$ cat config.mk
export PLATFORM = sky130hd
export DESIGN_NAME = alu_scheduler
export DESIGN_NICKNAME = d
export VERILOG_FILES = /design/src/rtl/alu_pkg.sv /design/src/rtl/alu_starve_guard.sv /design/src/rtl/alu_scheduler.sv
export SDC_FILE = /design/constraint.sdc
export NUM_CORES = 1
export LEC_CHECK = 0
export CAP_MARGIN = 20
export CORE_UTILIZATION = 40
export DETAILED_ROUTE_END_ITERATION = 12
export MAX_ROUTING_LAYER = met4
export PLACE_DENSITY = 0.8
export SYNTH_ARGS = -nofsm -noshare
export SYNTH_HDL_FRONTEND = slang
export SYNTH_SLANG_ARGS = --single-unit
$ cat constraint.sdc
create_clock -name clk -period 2.5 [get_ports clk]
set_input_delay 0.375 -clock clk [delete_from_list [all_inputs] [get_ports clk]]
set_output_delay 0.375 -clock clk [all_outputs]
set_load 0.005 [all_outputs]
$ cat src/rtl/alu_pkg.sv
// alu_pkg: shared opcode encoding, datapath width and opcode-class helpers
// used by the ALU scheduler and its starvation guard.
package alu_pkg;

  localparam int DATA_W = 16;

  typedef enum logic [3:0] {
    OP_ADD   = 4'h0,
    OP_SUB   = 4'h1,
    OP_AND   = 4'h2,
    OP_OR    = 4'h3,
    OP_LSL   = 4'h4,
    OP_CMP   = 4'h5,
    OP_SET   = 4'h6,
    OP_LDR   = 4'h7,
    OP_STR   = 4'h8,
    OP_B     = 4'h9,
    OP_BEQ   = 4'hA,
    OP_BGE   = 4'hB,
    OP_STALL = 4'hC
  } alu_op_e;

  // B, BEQ and BGE are resolved by the scheduler, not computed by the ALU.
  function automatic logic is_branch(input alu_op_e op);
    return (op == OP_B) || (op == OP_BEQ) || (op == OP_BGE);
  endfunction

  // Opcodes 0..8 return the ALU result; branches, STALL and unknown
  // encodings return zero.
  function automatic logic is_data_op(input alu_op_e op);
    return op <= OP_STR;
  endfunction

endpackage

$ cat src/rtl/alu_starve_guard.sv
// alu_starve_guard: counts consecutive cycles the auxiliary requester has
// been refused and forces it through once the count reaches STARVE_LIMIT.
//   clk, rst      clock, asynchronous active-high reset
//   x_valid       auxiliary request pending
//   x_ready       auxiliary grant this cycle (from the scheduler)
//   force_grant   auxiliary must win this cycle
module alu_starve_guard #(
  parameter int STARVE_LIMIT = 4
) (
  input  logic clk,
  input  logic rst,
  input  logic x_valid,
  input  logic x_ready,
  output logic force_grant
);

  localparam logic [3:0] LIMIT = 4'(STARVE_LIMIT);

  logic [3:0] starve_cnt;

  // NOTE: state registers use non-blocking assignments so every flop samples
  // its inputs from before the clock edge, independent of statement order.
  always_ff @(posedge clk or posedge rst) begin
    if (rst) begin
      starve_cnt <= '0;
    end else if (!x_valid || x_ready) begin
      starve_cnt <= '0;
    end else if (starve_cnt != LIMIT) begin
      starve_cnt <= starve_cnt + 4'd1;
    end
  end

  // Depends only on the counter and x_valid, so x_ready can be derived
  // from it without a combinational loop.
  assign force_grant = x_valid && (starve_cnt == LIMIT);

endmodule

$ cat src/rtl/alu_scheduler.sv
// alu_scheduler: arbitrates the shared execute-stage ALU between the primary
// (p_*) and auxiliary (x_*) requesters, holds the granted operation in a
// single issue stage, returns a registered response, owns the Z/N flags and
// resolves B/BEQ/BGE.
//   clk, rst                      clock, asynchronous active-high reset
//   p_valid/p_ready, p_op/a/b     primary request
//   x_valid/x_ready, x_op/a/b     auxiliary request
//   flush                         kill the operation in the issue stage
//   alu_a, alu_b, alu_sel         drive the external combinational ALU
//   alu_out                       ALU result
//   rsp_valid, rsp_id, rsp_data   registered response (id 0 = primary)
//   flag_z, flag_n                architectural flags
//   br_valid, br_taken            branch resolution in the issue cycle
module alu_scheduler
  import alu_pkg::*;
#(
  parameter int DATA_W       = alu_pkg::DATA_W,
  parameter int STARVE_LIMIT = 4
) (
  input  logic              clk,
  input  logic              rst,
  input  logic              p_valid,
  output logic              p_ready,
  input  logic [3:0]        p_op,
  input  logic [DATA_W-1:0] p_a,
  input  logic [DATA_W-1:0] p_b,
  input  logic              x_valid,
  output logic              x_ready,
  input  logic [3:0]        x_op,
  input  logic [DATA_W-1:0] x_a,
  input  logic [DATA_W-1:0] x_b,
  input  logic              flush,
  output logic [DATA_W-1:0] alu_a,
  output logic [DATA_W-1:0] alu_b,
  output logic [3:0]        alu_sel,
  input  logic [DATA_W-1:0] alu_out,
  output logic              rsp_valid,
  output logic              rsp_id,
  output logic [DATA_W-1:0] rsp_data,
  output logic              flag_z,
  output logic              flag_n,
  output logic              br_valid,
  output logic              br_taken
);

  logic force_grant;
  logic p_hs, x_hs;

  logic              iss_valid;
  logic              iss_id;
  alu_op_e           iss_op;
  logic [DATA_W-1:0] iss_a;
  logic [DATA_W-1:0] iss_b;
  logic              retire;

  alu_starve_guard #(.STARVE_LIMIT(STARVE_LIMIT)) u_starve_guard (
    .clk         (clk),
    .rst         (rst),
    .x_valid     (x_valid),
    .x_ready     (x_ready),
    .force_grant (force_grant)
  );

  // Readiness never looks at flush or issue occupancy: the issue stage is
  // replaced every cycle, so there is no internal reason to stall.
  assign x_ready = force_grant || !p_valid;
  assign p_ready = !force_grant;

  // Mutually exclusive by construction: x_ready with p_valid implies force,
  // which drops p_ready.
  assign p_hs = p_valid && p_ready;
  assign x_hs = x_valid && x_ready;

  // The op in issue completes unless it is being flushed this cycle.
  assign retire = iss_valid && !flush;

  // NOTE: every register here is reset, including the operand/data fields,
  // so the ALU-facing and response outputs are clean zero right after reset.
  always_ff @(posedge clk or posedge rst) begin
    if (rst) begin
      iss_valid <= 1'b0;
      iss_id    <= 1'b0;
      iss_op    <= OP_STALL;
      iss_a     <= '0;
      iss_b     <= '0;
    end else begin
      // A request granted alongside a flush still loads: the flush only
      // kills the op currently in issue.
      iss_valid <= p_hs || x_hs;
      if (x_hs) begin
        iss_id <= 1'b1;
        iss_op <= alu_op_e'(x_op);
        iss_a  <= x_a;
        iss_b  <= x_b;
      end else if (p_hs) begin
        iss_id <= 1'b0;
        iss_op <= alu_op_e'(p_op);
        iss_a  <= p_a;
        iss_b  <= p_b;
      end
    end
  end

  always_ff @(posedge clk or posedge rst) begin
    if (rst) begin
      rsp_valid <= 1'b0;
      rsp_id    <= 1'b0;
      rsp_data  <= '0;
    end else begin
      rsp_valid <= retire;
      if (retire) begin
        rsp_id   <= iss_id;
        rsp_data <= is_data_op(iss_op) ? alu_out : '0;
      end
    end
  end

  // Written at the end of the CMP's issue cycle, so a branch issued in the
  // very next cycle already reads the new flags.
  always_ff @(posedge clk or posedge rst) begin
    if (rst) begin
      flag_z <= 1'b0;
      flag_n <= 1'b0;
    end else if (retire && (iss_op == OP_CMP)) begin
      flag_z <= (alu_out == '0);
      flag_n <= alu_out[DATA_W-1];
    end
  end

  assign alu_a   = iss_valid ? iss_a : '0;
  assign alu_b   = iss_valid ? iss_b : '0;
  assign alu_sel = iss_valid ? iss_op : OP_STALL;

  // NOTE: outputs of a combinational block get a default first so no path
  // through the case leaves them unassigned (which would infer a latch).
  always_comb begin
    br_valid = 1'b0;
    br_taken = 1'b0;
    if (retire && is_branch(iss_op)) begin
      br_valid = 1'b1;
      case (iss_op)
        OP_B:    br_taken = 1'b1;
        OP_BEQ:  br_taken = flag_z;
        OP_BGE:  br_taken = !flag_n;
        default: br_taken = 1'b0;
      endcase
    end
  end

endmodule

## Word-level counts from Yosys, hierarchy flattened

Cells that the tools add are included.

- Register bits: 62

- Reduce and logical (&&, ||, !) cells: 19
- $lt $le $gt $ge: 1
- Multiplexer cells: 17
- Equal/unequal tests: 6
- Add/subtract/negate cells: 1

Operators with widths:

| operator | number |
|---|---|
| two-way mux 16 bit | 7 |
| two-way mux 4 bit | 5 |
| logical NOT 16 bit | 1 |
| == test 4 bit, second input constant | 3 |
| == test 4 x 3 -> 1 bit, second input constant | 2 |
| logical AND 1 bit | 6 |
| logical NOT 1 bit | 5 |
| logical OR 1 bit | 5 |
| adder 4 x 1 -> 4 bit, second input constant | 1 |
| <= comparator 4 bit, second input constant | 1 |
| two-way mux 1 bit | 4 |
| != test 4 x 3 -> 1 bit, second input constant | 1 |
| nonzero test 2 bit | 2 |
| one-hot mux 1 bit (3 select lines) | 1 |

## Logic depth before layout (Yosys ltp)

Gate-level depths: netlist of run 1.

- Depth after elaboration: 6
- Depth in mapped cells: 7
- Depth with buffers taken out: 5

## Hierarchy

Synthesis of run 1 repeated with hierarchy kept, for this count alone.

- Cells, all modules: 289
- Area, all modules: 3,020.4 um^2

Modules (own cells, without submodules):

| module | cells each | instances | area an instance (um^2) | sequential area each (um^2) |
|---|---|---|---|---|
| alu_scheduler | 263 | 1 | 2,755.1 | 1,453.9 |
| alu_starve_guard | 26 | 1 | 265.3 | 100.1 |

## Worst setup path before layout of run 1

No wires, ideal clock.

- Kind: input to output
- From: input port flush
- To: output port br_taken
- Arrival: 1.309 ns
- Stages: 4
- Setup slack: 0.816 ns
- Cells stage by stage: nand2b_2 -> buf_6 -> or3b_4 -> a311oi_2

- Word-level cells in the longest chain between the ends: 4

RTL lines:

| what | RTL line | text |
|---|---|---|
| start, declared | alu_scheduler.sv:32 | `input logic flush,` |
| logical NOT 1 bit | alu_scheduler.sv:75 | `assign retire = iss_valid && !flush;` |
| logical AND 1 bit | alu_scheduler.sv:75 |  |
| logical AND 1 bit | alu_scheduler.sv:139 | `if (retire && is_branch(iss_op)) begin` |
| two-way mux 1 bit | alu_scheduler.sv:139 |  |
| end, declared | alu_scheduler.sv:43 | `output logic br_taken` |

No other way between the ends.

## Worst setup path after layout of run 1

- From: input port flush
- To: output port br_valid

- Word-level cells in the longest chain between the ends: 4

RTL lines:

| what | RTL line | text |
|---|---|---|
| logical NOT 1 bit | alu_scheduler.sv:75 |  |
| logical AND 1 bit | alu_scheduler.sv:75 |  |
| logical AND 1 bit | alu_scheduler.sv:139 |  |
| two-way mux 1 bit | alu_scheduler.sv:139 |  |
| end, declared | alu_scheduler.sv:42 | `output logic br_valid,` |

No other way between the ends.

==> results.toml, run 1 <==
[synth]
synthFlopType = "dfrtp_1"
yosysUniqueCellTypes = 32
ys_async_sr_fraction_pct = 100
ys_seq_area_share_pct = 50.7
syn_inst = 238
yosysMostFrequentCell = "mux2_2"
synth_area_per_cell_um2 = 12.9
synth_edf_count = 0
yosysWarningCount = 0
synth_area_um2 = 3060
synth_nets = 333
synthTopCellsByArea = "dfrtp_1 49%, mux2_2 27%, and2_1 6.9%"
ys_top_cells_by_count = "74 x mux2_2, 60 x dfrtp_1, 34 x and2_1, 16 x a22o_1"
synth_top_area_share_pct = 49.0
synth_top_area_cell = "dfrtp_1"
ys_seq_elements = 62

[routing]
ant_nets = 0
viasPerCell = 4.89
drc = 0
vias = 2433
routedWlPerCell_um = 15.2
totalWireLength_mm = 7.56
dr.pass1.iters = 4
drtIter0Drc = 46

[pwr]
ir_worst_vdd_v = 0.000309
p_total_mw = 2.87
power_density_nw_per_um2 = 584
p_leak_nw = 2.02

[grt]
antenna_found_initial = 0
grt_use_total_pct = 20.1
grt_overflow = 0
grt_max_degree = 39
grt_pass1_vias = 2459
grt_pass1_wl_mm = 11.5

[clock_tree]
insertion_delay_ns = 0.34
clock_sinks = 62
htreeDepth = 3
clockBufferDepth = 2
cts_root_buffer = "clkbuf_8"
post-cts-setup-buffers = 0
cts_buffers = 9
cts_tree = "built"
clk_pin_slew_ns = 0.08

[setup_path]
path_cells = "clkdlybuf4s50_1 > nand2b_2 > or3b_4 > nor2_1 > clkdlybuf4s50_1"
cp-end-kind = "output pin"
r2r_cells = 3
cpLargestDelayFamily = "buffers and inverters"
reg2reg_setup_slack_ns = 0.75
slowest_stage = "clkdlybuf4s50_1"
r2r-end = "rsp_data[2]"
crit_type = "in -> out"
start_kind = "input pin"
arrival_ns = 1.96
critPathBufInv = 2
cp_max_fo = 2
cpMostUsedCell = "clkdlybuf4s50_1"
worstPathRequired_ns = 2.12
cpPeakStageDelay_ns = 0.50
timing.rr.start = "iss_op[1]"

[timing]
setup_viol = 0
drv_slew = 0
worst_pin_slew_ns = 0.722
period_needed_ns = 2.33
fin_skew_ns = 0.00683
rsz0062_at_grt = "no"
hold_viol = 0
fin_crit_sh_pct = 93.3
slew_headroom_pct = 51.9
clock.fmax_ghz = 0.429

[cells_and_area]
antenna_cells = 0
final_area_um2 = 4920
layout-drive-gt1-share_pct = 26.8
area_growth_pct = 60.5
final_cells = 498
layout.nets = 489
fill_cells = 574

[hold_path]
min-delay-path-class = "in -> async"

[job]
cap_violations = 0

[placement]
postPlaceCellArea_um2 = 4690
port_buffers = 152
post-place-cells = 482
dp.final_hpwl_mm = 5.41
gp_congestion = 0.794

[floorplan]
initial_core_util_pct = 41.8
dieArea_um2 = 8010
boundaryPins = 153
die_y_um = 89.5
core_area_um2 = 7330
placementRows = 31
die-width_um = 89.5

[run_status]
status = "completed"
==> state kept, by name, summed over array words and instances, names as in the netlist <==
signal                     count
iss_a                         16
iss_b                         16
rsp_data                      16
iss_op                         4
u_starve_guard.starve_cnt      4
flag_n                         1
flag_z                         1
iss_id                         1
iss_valid                      1
rsp_id                         1
rsp_valid                      1
==> cell families after synthesis <==
family / after synthesis / synth area share (%)
buffers and inverters: 20 / 3.23
multiplexers: 75 / 27.5
adder cells (fa/ha/maj): 2 / 0.817
AO/OA/AOI/OAI: 20 / 5.76
AND/OR/NAND/NOR: 57 / 11.4
flip-flops: 62 / 50.7
XOR/XNOR: 2 / 0.572
==> layout make-up <==
type | count | area, um^2 | share of cell area, %
Timing Repair Buffer | 159 | 1580 | 32.1
Sequential cell | 62 | 1550 | 31.6
Multi-Input combinational cell | 156 | 1410 | 28.7
Clock buffer | 9 | 124 | 2.52
Tap cell | 99 | 124 | 2.52
Clock inverter | 7 | 98.8 | 2.01
Inverter | 6 | 22.5 | 0.458
==> worst register-to-register path: stages (launching register included) <==
cell,delay (ns)
dfrtp_1,0.47
or3_1,0.40
a21oi_2,0.58
a22o_1,0.24
==> placed cells by master (no fill, tap or decap), types with 2 or more instances in the layout <==
cell type | netlist | layout
a22o_1 | 16 | 16
clkdlybuf4s50_1 | 0 | 150
and2_1 | 34 | 34
dfrtp_1 | 60 | 60
nor4_1 | 4 | 4
dfstp_2 | 2 | 2
ha_1 | 2 | 2
nand3_1 | 2 | 2
mux2_2 | 74 | 74
inv_1 | 6 | 5
clkbuf_8 | 0 | 9
buf_4 | 3 | 6
clkinv_4 | 0 | 3
nor2_1 | 6 | 6
bufinv_16 | 0 | 2
==> power breakdown <==
group          internal, mW  switching, mW  total, mW
logic                 0.495          0.214      0.708
registers              1.12         0.0672       1.19
clock network         0.564          0.414      0.978
==> per-stage QoR <==
step	hold slack (ns)	util [%]	TNS [ns]	setup WS (ns)
floorplan	0.454	-	0	0.587
global placement	0.472	64.0	0	0.00203
detailed placement	0.487	64.0	-0.0106	-0.0106
CTS	0.400	67.1	0	0.159
global route	0.415	67.1	0	0.0830
finish	0.398	67.1	0	0.167
==> worst max path at each step <==
stage | start | end | slack, ns | cells after the start
finish | flush | br_valid | 0.17 | 5
detailed placement | flush | br_taken | -0.01 | 5
global route | flush | br_valid | 0.08 | 5
floorplan | rst | flag_n | 0.59 | 1
CTS | flush | br_valid | 0.16 | 5
global placement | flush | br_taken | 0.002 | 5
==> what timing repair did <==
| action | 4_1_cts | 5_1_grt |
|---|---|---|
| hold buffers | 0 | 0 |
| gates resized for setup | 1 | 0 |
| endpoints found under the setup margin | 1 | 0 |
==> layer usage <==
| metal | track usage (%) | wire length (um) |
|---|---|---|
| met2 | 32.3 | 3620 |
| met1 | 23.8 | 3260 |
| met3 | 6.19 | 554 |
| met4 | 7.36 | 129 |
| met5 | - | 0 |
Power figures use the tool's default switching activity.
==> inputs of run 2 (changes only) <==
CORE_MARGIN = 5   (was not set)
MAX_ROUTING_LAYER = not set   (was met4)
SETUP_SLACK_MARGIN = 0.5   (was not set)
==> run 2 against run 1 <==
Net effect: first-iteration DRC count decreased by 20%; sequential share of layout area down 0.65 points; combinational power shrank 2%; cell area rose by 2.2%.
==> results.toml, run 2 (synthesis results as in run 1) <==
[run_status]
status = "completed"

[clock_tree]
cts_tree = "built"
cts_buffers = 9
clk_pin_slew_ns = 0.08
clock_sinks = 62
cts_root_buffer = "clkbuf_8"
insertion_delay_ns = 0.33
clockBufferDepth = 2
htreeDepth = 3

[routing]
dr.pass1.iters = 4
totalWireLength_mm = 8.22
routedWlPerCell_um = 16.0
wl_met2_mm = 4.09
viasPerCell = 4.80
drt-met1-wl_mm = 3.47
ant_nets = 0
vias = 2461
maxUsedRoutingLayer = "met4"
wl_met3_um = 601
drc = 0
drtIter0Drc = 37

[placement]
port_buffers = 152
post-place-cells = 486
dp.final_hpwl_mm = 5.89
post-place-ws_ns = -0.0712
gp_congestion = 0.758

[cells_and_area]
antenna_cells = 0
layout-drive-gt1-share_pct = 29.9
postLayoutCoreUtil_pct = 66.0
final_cells = 513
top_regs = "iss_a x16, iss_b x16, rsp_data x16"
area_growth_pct = 64.0
layout.nets = 501
layout_common_cells = "110 x clkdlybuf4s50_1, 74 x mux2_2, 59 x dfrtp_1, 34 x and2_1, 23 x dlygate4sd2_1"
fill_cells = 629
layout_commonest_cell = "clkdlybuf4s50_1"

[setup_path]
cp-end-kind = "output pin"
arrival_ns = 1.68
start_kind = "flip-flop"
path_cells = "buf_4 > nand2b_4 > or3b_4 > a311oi_2 > buf_2"
slowest_stage = "dfrtp_2"
worstPathRequired_ns = 2.12
cpPeakStageDelay_ns = 0.38
cp_max_fo = 3
crit_type = "reg -> out"

[grt]
grt_pass1_wl_mm = 13.3
grt_max_degree = 63
grt_use_total_pct = 17.3
grt_overflow = 0
grt_pass1_vias = 2632
antenna_found_initial = 0

[timing]
drv_slew = 0
slew_headroom_pct = 53.9
holdWs_ns = 0.419
rsz0062_at_grt = "yes"
fin_skew_ns = 0.0132
setup_viol = 0
hold_viol = 0
setup_ws_ns = 0.445
period_needed_ns = 2.06
worst_pin_slew_ns = 0.692
fin_tns_setup_ns = 0
clock.fmax_ghz = 0.487
fin_crit_sh_pct = 82.2

[floorplan]
dieArea_um2 = 9510
initial_core_util_pct = 40.3
core_area_um2 = 7610
placementRows = 32
boundaryPins = 153
die_y_um = 97.5
die-width_um = 97.5

[pwr]
power_density_nw_per_um2 = 553
p_leak_nw = 2.31
ir_worst_vdd_v = 0.000416

[hold_path]
min-delay-path-class = "in -> async"

[job]
cap_violations = 0
-- run 2: changes by cell type in the layout (fill, tap and decap cells not counted), moves of 2 or more --
cell,previous run,this run
buf_2,1,3
buf_4,6,16
clkdlybuf4s50_1,150,110
dlygate4sd2_1,1,23
dlymetal6s2s_1,0,15
inv_6,0,3
-- run 2: critical path: cells and delay by family, from the launching register on --
family	cells	cell delay, ns
buffers and inverters	2	0.28
flip-flops	1	0.38
AO/OA/AOI/OAI	1	0.25
AND/OR/NAND/NOR	2	0.43
-- run 2: power breakdown --
part	internal (mW)	total, mW	switching, mW
clock	0.472	0.898	0.425
sequential	1.12	1.19	0.0663
combinational	0.476	0.696	0.220
total	2.07	2.78	0.711
-- run 2: timing repair --
action,in CTS,in global routing
pin swaps,3,2
buffers inserted,8,2
gates resized for setup,36,19
endpoints found under the setup margin,40,17
cloned,1,0
hold buffers,0,0
-- run 2: final cells by class --
cell class	count	area [um^2]	share of cell area, %
Timing Repair Buffer	171	1700	33.8
Sequential cell	62	1560	31.0
Multi-Input combinational cell	156	1420	28.2
Tap cell	102	128	2.54
Clock buffer	9	124	2.47
Clock inverter	7	78.8	1.57
Inverter	6	22.5	0.448
-- run 2: final timing paths --
path / startpoint / end / slack, ns / cells past startpoint
min reg2reg: iss_id / iss_id / 0.50 / 1
min: rst / iss_id / 0.42 / 3
max: iss_valid / br_taken / 0.44 / 5
min in group clk: iss_id / iss_id / 0.50 / 1
max in group asynchronous: rst / iss_op[2] / 1.73 / 3
max reg2reg: u_starve_guard.starve_cnt[0] / iss_a[15] / 0.65 / 8
-- run 2: metal layers --
metal / track usage, % / vias to the layer above
li1: - / 1181
met1: 21.2 / 1182
met3: 6.03 / 7
met5: 0 / -
met4: 4.79 / 0
met2: 29.0 / 91
-- run 2: through the flow --
stage	instance area [um^2]	power, mW
6_report	5020	2.78
5_1_grt	5020	2.92
4_1_cts	4980	2.82
3_5_place_dp	4710	1.93
3_3_place_gp	4710	1.91
2_1_floorplan	3060	1.49
==> inputs of run 3 (changes only) <==
CORE_UTILIZATION = 36   (was 40)
PLACE_DENSITY = 0.76   (was 0.8)
clock period = 1.8 ns   (was 2.5 ns; I/O delays follow)
==> run 3 against run 2 <==
Net effect: the flow now finishes with violations (negative setup slack); clock power increased by 46%; sequential cell count unchanged; non-clock buffer count increased by 54; sequential share of layout area decreased by 4.7 points; critical path type is now reg -> reg; critical endpoint is now iss_a[9].
==> results.toml, run 3 (synthesis results as in run 1) <==
[cells_and_area]
layout.nets = 555
layout_commonest_cell = "clkdlybuf4s50_1"
antenna_cells = 0
top_regs = "iss_a x16, iss_b x16, rsp_data x16"
multi_input_area_um2 = 1670
final_area_um2 = 5930
fill_cells = 583
area_growth_pct = 93.6
final_cells = 570
regArea_um2 = 1560
layout-drive-gt1-share_pct = 52.5
postLayoutCoreUtil_pct = 71.8
layout_common_cells = "91 x clkdlybuf4s50_1, 58 x dfrtp_1, 37 x mux2_2, 37 x mux2_4"

[grt]
grt_use_total_pct = 19.8
grt_pass1_wl_mm = 15.7
antenna_found_initial = 0
grt_overflow = 0
grt_max_degree = 63
grt_pass1_vias = 3083

[floorplan]
placementRows = 33
initial_core_util_pct = 37.1
dieArea_um2 = 10500
core_area_um2 = 8260
die-width_um = 102
die_y_um = 102
boundaryPins = 153

[timing]
clock.fmax_ghz = 0.514
drv_slew = 0
setup_ws_ns = -0.147
worst_pin_slew_ns = 0.343
rsz0062_at_grt = "yes"
period_needed_ns = 1.95
fin_skew_ns = 0.0196
hold_viol = 0
slew_headroom_pct = 77.1
setup_viol = 43
fin_crit_sh_pct = 108

[setup_path]
cpMostUsedCell = "buf_12"
timing.rr.start = "u_starve_guard.starve_cnt[0]"
worstPathRequired_ns = 2.03
path_cells = "inv_1 > ha_2 > nand4b_1 > buf_4 > nand2_4 > buf_12 > buf_12 > buf_6 > buf_16 > mux2_4"
cp_max_fo = 4
reg2reg_setup_slack_ns = -0.15
cp-end-kind = "flip-flop"
r2r_cells = 10
cpPeakStageDelay_ns = 0.40
slowest_stage = "dfrtp_1"
crit_type = "reg -> reg"
r2r-end = "iss_a[9]"
start_kind = "flip-flop"
arrival_ns = 2.18

[clock_tree]
cts_tree = "built"
clk_pin_slew_ns = 0.09
insertion_delay_ns = 0.35
cts_buffers = 9
cts_root_buffer = "clkbuf_8"
htreeDepth = 3
clock_sinks = 62
hold_buffers = 0
clockBufferDepth = 2

[routing]
dr.pass1.iters = 4
drtIter0Drc = 55
viasPerCell = 5.01
ant_nets = 0
totalWireLength_mm = 11.0
vias = 2854
drc = 0
routedWlPerCell_um = 19.3

[placement]
post-place-ws_ns = -0.414
gp_congestion = 0.709
port_buffers = 152
postPlaceCellArea_um2 = 4790
post-place-cells = 494
dp.final_hpwl_mm = 6.21

[pwr]
p_total_mw = 4.34
p_leak_nw = 2.76
power_density_nw_per_um2 = 732
ir_worst_vdd_v = 0.000483

[hold_path]
min-delay-path-class = "in -> async"

[run_status]
violations = "negative setup slack"
status = "complete, but fails checks"

[job]
cap_violations = 0
## run 3: power breakdown
group / leakage (nW) / internal, mW / switching [mW] / total, mW
Clock: 0.100 / 0.656 / 0.657 / 1.31
Sequential: 0.750 / 1.56 / 0.0938 / 1.65
Combinational: 1.91 / 0.935 / 0.441 / 1.38
Total: 2.76 / 3.15 / 1.19 / 4.34
## run 3: cell type report
| cell class | count | area share, % |
|---|---|---|
| clock buffer | 9 | 2.09 |
| clock inverter | 7 | 1.37 |
| inverter | 6 | 0.443 |
| multi-input combinational | 156 | 28.2 |
| sequential | 62 | 26.3 |
| tap | 105 | 2.22 |
| timing repair buffer | 225 | 39.4 |
## run 3: worst max path at each step
stage | from | slack (ns) | endpoint
after floorplan | u_starve_guard.starve_cnt[0] | 0.23 | iss_a[1]
after global placement | flush | -0.41 | br_taken
after detailed placement | flush | -0.41 | br_taken
after CTS | iss_valid | -0.12 | br_taken
after global routing | u_starve_guard.starve_cnt[1] | -0.19 | iss_a[9]
final | u_starve_guard.starve_cnt[0] | -0.15 | iss_a[9]
## run 3: layer usage
metal / vias to the layer above / routed length [um] / global-route usage [%]
met2: 129 / 5590 / 35.2
met4: 0 / 140 / 4.74
met1: 1419 / 4320 / 22.9
met3: 12 / 967 / 7.03
li1: 1294 / - / -
met5: - / 0 / 0
## run 3: through the flow
step / TNS [ns] / hold WS (ns)
floorplan: 0 / 0.382
CTS: -1.90 / 0.356
detailed placement: -0.821 / 0.477
global placement: -0.803 / 0.473
global route: -6.06 / 0.382
finish: -3.92 / 0.352
## run 3: timing repair
item                                    CTS  global route
endpoints found under the setup margin  114           118
pin swaps                                 2             7
cloned                                    8             2
buffers inserted                         32            18
resized for setup                       231            75
## run 3: worst max-delay path, delay by kind of cell, from the launching register on
family	cells	cell delay (ns)
buffers and inverters	6	0.71
muxes	1	0.30
adders and majority gates	1	0.17
and+or+nand+nor	2	0.25
DFF	1	0.40
==> RTL edit 1: new RTL, config.mk and constraints of run 1 <==
`DATA_W`: 16 -> 12.
--- a/src/rtl/alu_pkg.sv
+++ b/src/rtl/alu_pkg.sv
@@ -4,3 +4,3 @@
 
-  localparam int DATA_W = 16;
+  localparam int DATA_W = 12;
 
Ports: changed (8 resized); port bits go from 153 to 121. No check against the original RTL was run, so the function may have changed too.
==> RTL edit 1 against run 1 <==
Total power shrank 31%; register-to-register slack lost 0.05 ns; global-route usage shrank 0.78 points; maximum frequency grew 0.17%; worst setup slack gained 0.0040 ns; highest routed layer unchanged; clock power shrank 51%; sequential cell count shrank 12; wire length shrank 23%; final area shrank 21%; area after synthesis shrank 18%; largest cell class unchanged.
==> RTL edit 1: results (changes against run 1) <==
The TritonCTS buffer count is 5 (-4). The pin count of the biggest net entering global routing was 30 (-23%). The relative max-transition margin is 59.5% (+7.6 points). The sequential-to-total area share from yosys stat was 49.9% (-0.86 points). The net total in the final layout came to 392 (-20%).

The setup slack after placement is -0.0260 ns (-0.0154 ns). The total length of routed wires came to 5.81 mm (-23%). The commonest cells after synthesis are sky130_fd_sc_hd__mux2_2, sky130_fd_sc_hd__dfrtp_1, sky130_fd_sc_hd__and2_1.

The number of buffers between clock root and the deepest sink came out at 2 (unchanged). The count of cells resized by post-cts repair came out at 1 (unchanged). The combined global-route utilization of all metal layers is 19.3% (-0.78 points). The most instantiated flip-flop cell in the synthesis netlist is sky130_fd_sc_hd__dfrtp_1. The compound-cell area share of the yosys netlist came out at 6.22% (+0.46 points). The count of warnings emitted by yosys came out at 0 (unchanged). The largest registers in the layout are iss_a (12), iss_b (12), rsp_data (12).

The clock latency of the later-clocked register in the worst-skew pair is 0.29 ns (-0.05 ns). Among cell families on the critical path, the largest total delay comes from buffers and inverters. The number of distinct library cell variants in the gate-level netlist after synthesis was 30 (-6.3%).

The fraction of final layout cells sized beyond drive strength 1 came out at 29.9% (+3.1 points). The quantity of I/O buffers inserted on ports was 120 (-21%). The HPWL reported at the end of detailed placement came to 4.32 mm (-20%).

The worst clock skew was 0.00459 ns (-0.00224 ns). The flow ran to the end, and the final reports show no timing, DRC or antenna violations. The static leakage was 1.60 nW (-21%).

The global-route wire length before repair came out at 9.32 mm (-19%). The multiplexer share of the synthesized area came out at 26.4% (-1.1 points). The share of synthesized cell area in full adder, half adder and majority cells came to 0.996% (+0.18 points). The average vias per placed instance came to 4.95 (+1.4%). The routability congestion estimate is 0.747 (-5.9%). The number of design-rule violations left by the first detailed-router iteration is 48 (+4.3%). The count of H-tree levels built during CTS came out at 2 (-1). Yosys attributes the largest share of cell area to sky130_fd_sc_hd__dfrtp_1, sky130_fd_sc_hd__mux2_2, sky130_fd_sc_hd__and2_1, sky130_fd_sc_hd__a22o_2, sky130_fd_sc_hd__dfstp_2. The peak supply drop came out at 290 uV (-6.2%). The via count of the first global-routing pass was 2064 (-16%). The worst stage delay on the critical path came to 0.50 ns (about the same). The number of nets produced by synthesis was 269 (-19%). The post-synthesis share of cell area spent on xor and xnor gates came out at 0.697% (+0.12 points). The initial antenna violation count came out at 0 (unchanged).
## RTL edit 1: cell types whose count changed in the layout (fill, tap and decap cells not counted), moves of 2 or more
cell,change
sky130_fd_sc_hd__clkdlybuf4s50_1,-31
sky130_fd_sc_hd__a22o_1,-16
sky130_fd_sc_hd__mux2_2,-15
sky130_fd_sc_hd__a22o_2,+12
sky130_fd_sc_hd__dfrtp_1,-12
sky130_fd_sc_hd__and2_1,-9
sky130_fd_sc_hd__clkbuf_8,-3
sky130_fd_sc_hd__clkinv_4,-3
sky130_fd_sc_hd__buf_4,+2
sky130_fd_sc_hd__bufinv_16,-2
## RTL edit 1: routing by layer
| metal | GRT usage, % | vias up | wire [microns] |
|---|---|---|---|
| met4 | 5.00 | 0 | 64 |
| li1 | - | 925 | - |
| met5 | - | - | 0 |
| met2 | 33.5 | 73 | 3000 |
| met1 | 21.9 | 942 | 2390 |
| met3 | 5.06 | 6 | 350 |
## RTL edit 1: report_power, final
| part | total (mW) | internal [mW] | switching, mW |
|---|---|---|---|
| logic | 0.551 | 0.388 | 0.163 |
| registers | 0.949 | 0.896 | 0.0524 |
| clock network | 0.483 | 0.223 | 0.261 |
## RTL edit 1: cell type report
type / instances / area, sq um
Sequential cell: 50 / 1250
Timing Repair Buffer: 128 / 1260
Clock buffer: 6 / 82.6
Tap cell: 75 / 93.8
Clock inverter: 2 / 12.5
Fill cell: 485 / 2110
Inverter: 5 / 18.8
Multi-Input combinational cell: 127 / 1160
## RTL edit 1: logic make-up (layout without fill, tap and decap cells)
| family | Yosys count | after routing |
|---|---|---|
| mux | 59 | 59 |
| buf+inv | 17 | 141 |
| simple gates | 48 | 48 |
| fa+ha+maj | 2 | 2 |
| xor+xnor | 2 | 2 |
| flops | 50 | 50 |
| compound gates | 16 | 16 |
## RTL edit 1: metrics by stage
stage          cell area [sq um]  util, %  TNS, ns  std cells
5_1_grt                     3880     64.7        0        393
3_3_place_gp                3780     63.2        0        385
6_report                    3880     64.7        0        393
4_1_cts                     3880     64.7        0        393
3_5_place_dp                3780     63.2  -0.0260        385
2_1_floorplan               2510        -        0        194
## RTL edit 1: worst paths after layout
| kind | startpoint | to | slack [ns] | cells past startpoint |
|---|---|---|---|---|
| worst max-delay path | flush | br_valid | 0.17 | 5 |
| worst min-delay path | rst | iss_b[6]$_DFFE_PP0P_ | 0.46 | 2 |
| worst max register to register | u_starve_guard.starve_cnt[0]$_DFFE_PP0P_ | iss_op[1]$_DFFE_PP0P_ | 0.70 | 6 |
| worst min register to register | iss_id$_DFFE_PP0P_ | iss_id$_DFFE_PP0P_ | 0.50 | 1 |
| max in group asynchronous | rst | iss_b[9]$_DFFE_PP0P_ | 1.35 | 3 |
| min in group clk | iss_id$_DFFE_PP0P_ | iss_id$_DFFE_PP0P_ | 0.50 | 1 |
==> RTL edit 2: new RTL, settings of run 1 <==
Without the edit above. Put one more register stage on the output `flag_z`, cleared by the reset. The value now appears one clock later. The other outputs are not delayed to match.
--- a/src/rtl/alu_scheduler.sv
+++ b/src/rtl/alu_scheduler.sv
@@ -44,2 +44,4 @@
 );
+
+  logic flag_z_s0;
 
@@ -121,6 +123,6 @@
     if (rst) begin
-      flag_z <= 1'b0;
+      flag_z_s0 <= 1'b0;
       flag_n <= 1'b0;
     end else if (retire && (iss_op == OP_CMP)) begin
-      flag_z <= (alu_out == '0);
+      flag_z_s0 <= (alu_out == '0);
       flag_n <= alu_out[DATA_W-1];
@@ -142,3 +144,3 @@
         OP_B:    br_taken = 1'b1;
-        OP_BEQ:  br_taken = flag_z;
+        OP_BEQ:  br_taken = flag_z_s0;
         OP_BGE:  br_taken = !flag_n;
@@ -149,2 +151,10 @@
 
+  always_ff @(posedge clk or posedge rst) begin
+    if (rst) begin
+      flag_z <= '0;
+    end else begin
+      flag_z <= flag_z_s0;
+    end
+  end
+
 endmodule
Function: changed (Yosys sat finds a counterexample within 4 cycles, from zero or initial values and one cycle with rst high).
==> RTL edit 2 against run 1 <==
Worst setup slack got worse by 0.014 ns; wire length fell by 1.5%; cell count did not move; largest cell class unchanged; final area rose by 0.46%; critical path depth did not move; largest power group unchanged; area after synthesis rose by 0.82%; sequential cell count rose by 1; count of clock-buffer cells in the layout rose by 1; die area rose by 0.79%; sequential share of layout area rose by 0.36 points; utilization barely moved; critical path type unchanged; total power rose by 1.0%.
==> RTL edit 2: results (changes against run 1) <==
The run finished with clean final reports. The initial antenna violation count came out at 0 (unchanged). The share of synthesized cell area in full adder, half adder and majority cells came out at 0.810% (-0.0066 points). The peak supply drop is 296 uV (-4.2%). In the synthesized netlist, the cells that appear most often are sky130_fd_sc_hd__mux2_2, sky130_fd_sc_hd__dfrtp_1, sky130_fd_sc_hd__and2_1. The count of H-tree levels built during CTS is 3 (unchanged). The static leakage is 2.03 nW (+0.19%). The combined global-route utilization of all metal layers was 20.0% (-0.15 points).

The gate count of the mapped netlist was 239 (+0.42%). The number of cells after detailed placement is 483 (+0.21%). The data arrival at the endpoint of the critical path came out at 1.97 ns.

The via count of the first global-routing pass came out at 2478 (+0.77%). Yosys attributes the largest share of cell area to sky130_fd_sc_hd__dfrtp_1, sky130_fd_sc_hd__mux2_2, sky130_fd_sc_hd__and2_1, sky130_fd_sc_hd__a22o_1, sky130_fd_sc_hd__dfstp_2. The largest registers in the layout are iss_a (16), iss_b (16), rsp_data (16). The slew at the pin closest to its max-slew limit was 0.711 ns (-0.0114 ns). The average vias per placed instance came out at 4.91 (+0.41%). The number of design-rule violations left by the first detailed-router iteration is 57 (+24%).

The global-route wire length before repair came to 12.2 mm (+6.2%). The setup slack after placement came to -0.0272 ns (-0.0166 ns). The post-synthesis share of cell area spent on xor and xnor gates is 0.567% (-0.0046 points). The routability congestion estimate came out at 0.749 (-5.6%). The HPWL reported at the end of detailed placement came out at 5.24 mm (-3.1%).

The net total in the final layout is 490 (+0.20%). The total length of routed wires is 7.45 mm (-1.5%). The total of fill cells in the finished design is 575 (+0.17%).

The multiplexer share of the synthesized area came out at 27.3% (-0.22 points). The total cell area at the placement stage is 4720 sq um (+0.53%). The sequential-to-total area share from yosys stat is 51.1% (+0.40 points). The pin count of the biggest net entering global routing is 64 (+64%). The fraction of final layout cells sized beyond drive strength 1 came out at 26.6% (-0.25 points).

The number of nets produced by synthesis came to 334 (+0.30%). The worst clock skew came out at 0.00458 ns (-0.00225 ns).
-- RTL edit 2: cell types whose count changed after synthesis --
cell                      delta
sky130_fd_sc_hd__dfrtp_1     +1
-- RTL edit 2: what timing repair did --
action	CTS	global route
endpoints found under the hold margin	0	0
resized for setup	1	0
hold buffers	0	0
setup endpoints to repair	1	0
-- RTL edit 2: layer usage --
layer | GRT usage [%] | share of wire (%)
met4 | 8.06 | 1.9
met1 | 25.6 | 45
met5 | - | 0
met3 | 5.75 | 7.5
met2 | 29.7 | 45
-- RTL edit 2: final timing paths --
path	start	end	slack, ns	cells past startpoint
min	rst	rsp_data[9]$_DFFE_PP0P_	0.40	3
min reg2reg	flag_z_s0$_DFFE_PP0P_	flag_z$_DFF_PP0_	0.41	0
max	flush	br_valid	0.15	5
min in group clk	flag_z_s0$_DFFE_PP0P_	flag_z$_DFF_PP0_	0.41	0
max reg2reg	iss_op[1]$_DFFE_PP0P_	rsp_data[9]$_DFFE_PP0P_	0.76	3
max in group asynchronous	rst	iss_op[3]$_DFFE_PP1P_	1.78	3
-- RTL edit 2: power breakdown --
group	switching, mW	total, mW	internal, mW
combinational	0.212	0.707	0.495
sequential	0.0669	1.21	1.14
clock	0.404	0.987	0.582
total	0.683	2.90	2.22
-- RTL edit 2: cells by family after synthesis --
kind of cell / Yosys count
DFF: 63
xor gates and xnor gates: 2
adders and majority gates: 2
buffers and inverters: 20
AOI/OAI and AO/OA: 20
muxes: 75
and+or+nand+nor: 57
-- RTL edit 2: area by class of cell --
cell class / count / share of cell area, %
Clock buffer: 10 / 2.79
Clock inverter: 5 / 1.67
Inverter: 6 / 0.456
Multi-Input combinational cell: 156 / 28.6
Sequential cell: 63 / 32.0
Tap cell: 99 / 2.51
Timing Repair Buffer: 159 / 32.0
